$ cat config.mk
export PLATFORM = sky130hd
export DESIGN_NAME = present_p_layer
export DESIGN_NICKNAME = d
export VERILOG_FILES = /design/src/rtl/present_pkg.sv /design/src/rtl/present_perm_core.sv /design/src/rtl/present_p_layer.sv
export SDC_FILE = /design/constraint.sdc
export NUM_CORES = 1
export LEC_CHECK = 0
export CAP_MARGIN = 15
export CORE_ASPECT_RATIO = 1.2
export CORE_MARGIN = 1.5
export CORE_UTILIZATION = 45
export CTS_BUF_LIST = sky130_fd_sc_hd__clkbuf_8
export DETAILED_ROUTE_END_ITERATION = 8
export MAX_ROUTING_LAYER = met4
export PLACE_DENSITY = 0.91
export REMOVE_ABC_BUFFERS = 1
export SLEW_MARGIN = 10
export SYNTH_ARGS = -nofsm -noshare
export SYNTH_HDL_FRONTEND = slang
export SYNTH_HIERARCHICAL = 1
export SYNTH_SLANG_ARGS = --single-unit
export TNS_END_PERCENT = 30
$ cat constraint.sdc
create_clock -name clk -period 1.59 [get_ports clk]
set_clock_uncertainty 0.2 [all_clocks]
set_input_delay 0.159 -clock clk [delete_from_list [all_inputs] [get_ports clk]]
set_output_delay 0.159 -clock clk [all_outputs]
set_load 0.02 [all_outputs]
$ cat src/rtl/present_pkg.sv
// Shared PRESENT constants and bit-permutation index helpers.
// Also imported by the S-box and key-schedule blocks.
package present_pkg;

    localparam int unsigned PRESENT_WIDTH    = 64;
    localparam int unsigned PRESENT_PERM_MOD = 63;

    typedef enum logic {
        PERM_FWD = 1'b0,
        PERM_INV = 1'b1
    } perm_mode_e;

    // Destination index of input bit idx under the forward pLayer.
    function automatic int unsigned p_fwd(input int unsigned idx);
        return (idx == PRESENT_PERM_MOD) ? PRESENT_PERM_MOD
                                         : (16 * idx) % PRESENT_PERM_MOD;
    endfunction

    // Destination index of input bit idx under the inverse pLayer.
    function automatic int unsigned p_inv(input int unsigned idx);
        return (idx == PRESENT_PERM_MOD) ? PRESENT_PERM_MOD
                                         : (4 * idx) % PRESENT_PERM_MOD;
    endfunction

endpackage

$ cat src/rtl/present_perm_core.sv
// Combinational PRESENT pLayer: forward and inverse bit scatter, selected by inverse.
module present_perm_core
    import present_pkg::*;
(
    input  logic        inverse,
    input  logic [0:63] state,
    output logic [0:63] permuted
);

    logic [0:63] fwd_map;
    logic [0:63] inv_map;

    // The mapping is symmetric under MSB/LSB index reversal, so MSB-first indices apply directly.
    for (genvar j = 0; j < PRESENT_WIDTH; j++) begin : g_bit
        localparam logic [5:0] FWD_DST = 6'(p_fwd(j));
        localparam logic [5:0] INV_DST = 6'(p_inv(j));
        assign fwd_map[FWD_DST] = state[j];
        assign inv_map[INV_DST] = state[j];
    end

    always_comb begin
        permuted = fwd_map;
        if (perm_mode_e'(inverse) == PERM_INV) begin
            permuted = inv_map;
        end
    end

endmodule

$ cat src/rtl/present_p_layer.sv
// Registered PRESENT pLayer: one-cycle latency, one state per clock, optional inverse.
module present_p_layer
    import present_pkg::*;
(
    input  logic        clk,
    input  logic        rst,
    input  logic        in_valid,
    input  logic        inverse,
    input  logic [0:63] state,
    output logic        out_valid,
    output logic [0:63] res
);

    logic [0:63] permuted;

    present_perm_core u_core (
        .inverse  (inverse),
        .state    (state),
        .permuted (permuted)
    );

    always_ff @(posedge clk) begin
        if (rst) begin
            out_valid <= 1'b0;
            res       <= '0;
        end else begin
            out_valid <= in_valid;
            if (in_valid) begin
                res <= permuted;
            end
        end
    end

endmodule

==> impl_metrics.csv <==
group,metric,value,unit
run_status,status,"finished, final reports clean",
yosys,synthXorXnorAreaFrac,0,%
drt,vias,2456,
grt,grt_max_degree,66,
clock_network,cts_made_buffers,9,
yosys,syn_inst,279,
grt,gr-usage-all-layers,20.3,%
layout,nFillCells,580,
timing,slew_headroom,79.8,%
setup_path,crit_path_start_kind,"flip-flop",
clock_network,cts_root_buf,"clkbuf_8",
yosys,synthSimpleGateAreaFrac,7.31,%
drt,post_drt_via_cell_ratio,4.93,
timing,rsz0062_at_grt,"false",
setup_path,critPathRequiredTime,1.23,ns
setup_path,crit_slowest_cell,"dlygate4sd2_1",
timing,drv_slew,0,
timing,fmax,715,MHz
layout,area_growth,40.2,%
layout,regArea,0.00130,mm^2
drt,routed-wl-met2,3.88,mm
layout,final_cell_mix,"dfxtp_1, dlygate4sd2_1, mux2i_1, nor2_1, clkdlybuf4s50_1",
hold_path,min-delay-path-class,"input port to flip-flop",
pwr,power-per-cell-area,873,mW/mm^2
floorplanning,io-pin-count,133,
yosys,synth_compound_area_share,0,%
drt,wl_per_cell,15.0,um
yosys,syn_area,0.00337,mm^2
timing,fin_crit,1.40,ns
grt,grt_pass1_wl,12.3,mm
grt,antenna_found_initial,0,
clock_network,cts.sinks,65,
pwr,p_leak,2.42,nW
timing,setup_viol,0,
yosys,synth_seq_area_share,38.6,%
pwr,ir_drop,0.000515,V
drt,ant_nets,0,
setup_path,slowest_delay,0.36,ns
yosys,synthMuxAreaShare,45.7,%
drt,remaining_drc_errors,0,
yosys,synthAdderAreaFrac,0,%
yosys,synth_cell_types,12,
setup_path,cp_num_buf_inv,1,
setup_path,cp-end-kind,"primary output",
yosys,synth_area_per_cell,12.1,um^2
clock_network,clk_pin_slew,0.07,ns
drt,postRouteWirelength,7.46,mm
setup_path,crit_type,"flip-flop to primary output",
layout,multi_input_area,0.00179,mm^2
timing,max_slew.worst_pin.slew,0.303,ns
drt,wl_met1,3.03,mm
placed_design,place_congestion,0.757,
floorplanning,die_w,82.0,um
setup_path,worstPathCellList,"dlygate4sd2_1",
floorplanning,rows,34,
clock_network,htree_levels,3,
grt,grt.overflow.total,0,
drt,first_pass_iters,4,
setup_path,crit_family,"buffers and inverters",
timing,fin_crit_sh,88.0,%
clock_network,cts_setup_buffers,0,
yosys,ys_ff_latch,65,
setup_path,crit_arrival,1.04,ns
grt,grt_pass1_vias,2692,
pwr,power,4.13,mW
timing,tns,0,ns
yosys,ys_warn_count,6,
drt,highest_layer,"met4",
layout,layout-drive-gt1-share,20.1,%
layout,num-nets-final,471,
timing,hold_viol_final,0,
clock_network,clockBufferDepth,2,
drt,first_iter_violations,66,
floorplanning,dieArea,0.00803,mm^2
floorplanning,initial_utilization,46.4,%
floorplanning,die_h,97.8,um
layout,antenna_cells,0,
floorplanning,core-area,0.00727,mm^2
placed_design,port_buffers,132,
yosys,synth_top_family_by_area,"multiplexers",
clock_network,clk_latency,0.33,ns
clock_network,cts_tree,"built",
job,cap_violations,0,
placed_design,hpwl,5.40,mm
drt,wl_met3,328,um
setup_path,cp_max_fo,2,
==> what timing repair did <==
item / in CTS / in global routing
hold buffers: 0 / 0
gates resized for setup: 65 / 0
setup endpoints to repair: 65 / 0
==> cells in the mapped netlist <==
cell | n | share of area, %
buf_6 | 2 | 0.67
nor2_1 | 64 | 7.1
buf_12 | 6 | 3.6
nor2b_1 | 1 | 0.19
mux2i_1 | 64 | 19
mux2_4 | 60 | 27
buf_8 | 5 | 2.2
dfxtp_1 | 65 | 39
buf_4 | 5 | 1.1
buf_1 | 4 | 0.44
buf_2 | 2 | 0.30
clkbuf_1 | 1 | 0.11
==> cell type report <==
type                            instances  share of cell area [%]
Multi-Input combinational cell        189                    37.8
Timing Repair Buffer                  138                    28.3
Tap cell                               90                    2.38
Sequential cell                        65                    27.5
Clock buffer                           10                    2.91
Clock inverter                          6                    1.08
==> state kept, by name, summed over array words and instances, names as in the netlist <==
name       count
out_valid      1
res           64
==> power breakdown <==
part / internal [mW] / leakage [nW] / switching, mW
clock: 0.745 / 0.110 / 0.600
combinational: 0.551 / 1.78 / 0.439
sequential: 1.74 / 0.537 / 0.0540
total: 3.04 / 2.42 / 1.09
==> routing by layer <==
layer | up-vias | GRT usage [%]
met2 | 77 | 34.4
met1 | 1162 | 22.1
li1 | 1197 | -
met4 | 0 | 9.65
met3 | 20 | 3.83
met5 | - | -
==> through the flow <==
stage | instances | cell area (um^2) | utilization [%] | hold slack (ns) | setup slack (ns)
after global placement | 482 | 4620 | 63.5 | 0.272 | 0.186
after floorplan | 254 | 3090 | - | 0.0306 | 0.684
final | 498 | 4730 | 65.0 | 0.0355 | 0.191
after CTS | 498 | 4730 | 65.0 | 0.0202 | 0.168
after global routing | 498 | 4730 | 65.0 | 0.0633 | 0.144
after detailed placement | 482 | 4620 | 63.5 | 0.280 | 0.146
==> final timing paths <==
kind / startpoint / to / slack [ns] / cells after the start
setup / recovery: res[39]$_SDFFE_PP0P_ / res[39] / 0.19 / 1
hold / removal: in_valid / res[42]$_SDFFE_PP0P_ / 0.04 / 3
setup reg to reg: res[5]$_SDFFE_PP0P_ / res[5]$_SDFFE_PP0P_ / 0.74 / 2
hold reg to reg: res[59]$_SDFFE_PP0P_ / res[59]$_SDFFE_PP0P_ / 0.29 / 2
==> cell families (layout without fill, tap and decap cells) <==
| kind of cell | count (synthesis) | after routing |
|---|---|---|
| simple gates | 65 | 65 |
| buf+inv | 25 | 154 |
| flops | 65 | 65 |
| mux | 124 | 124 |
Note: power is estimated with default switching activity, not from simulation.
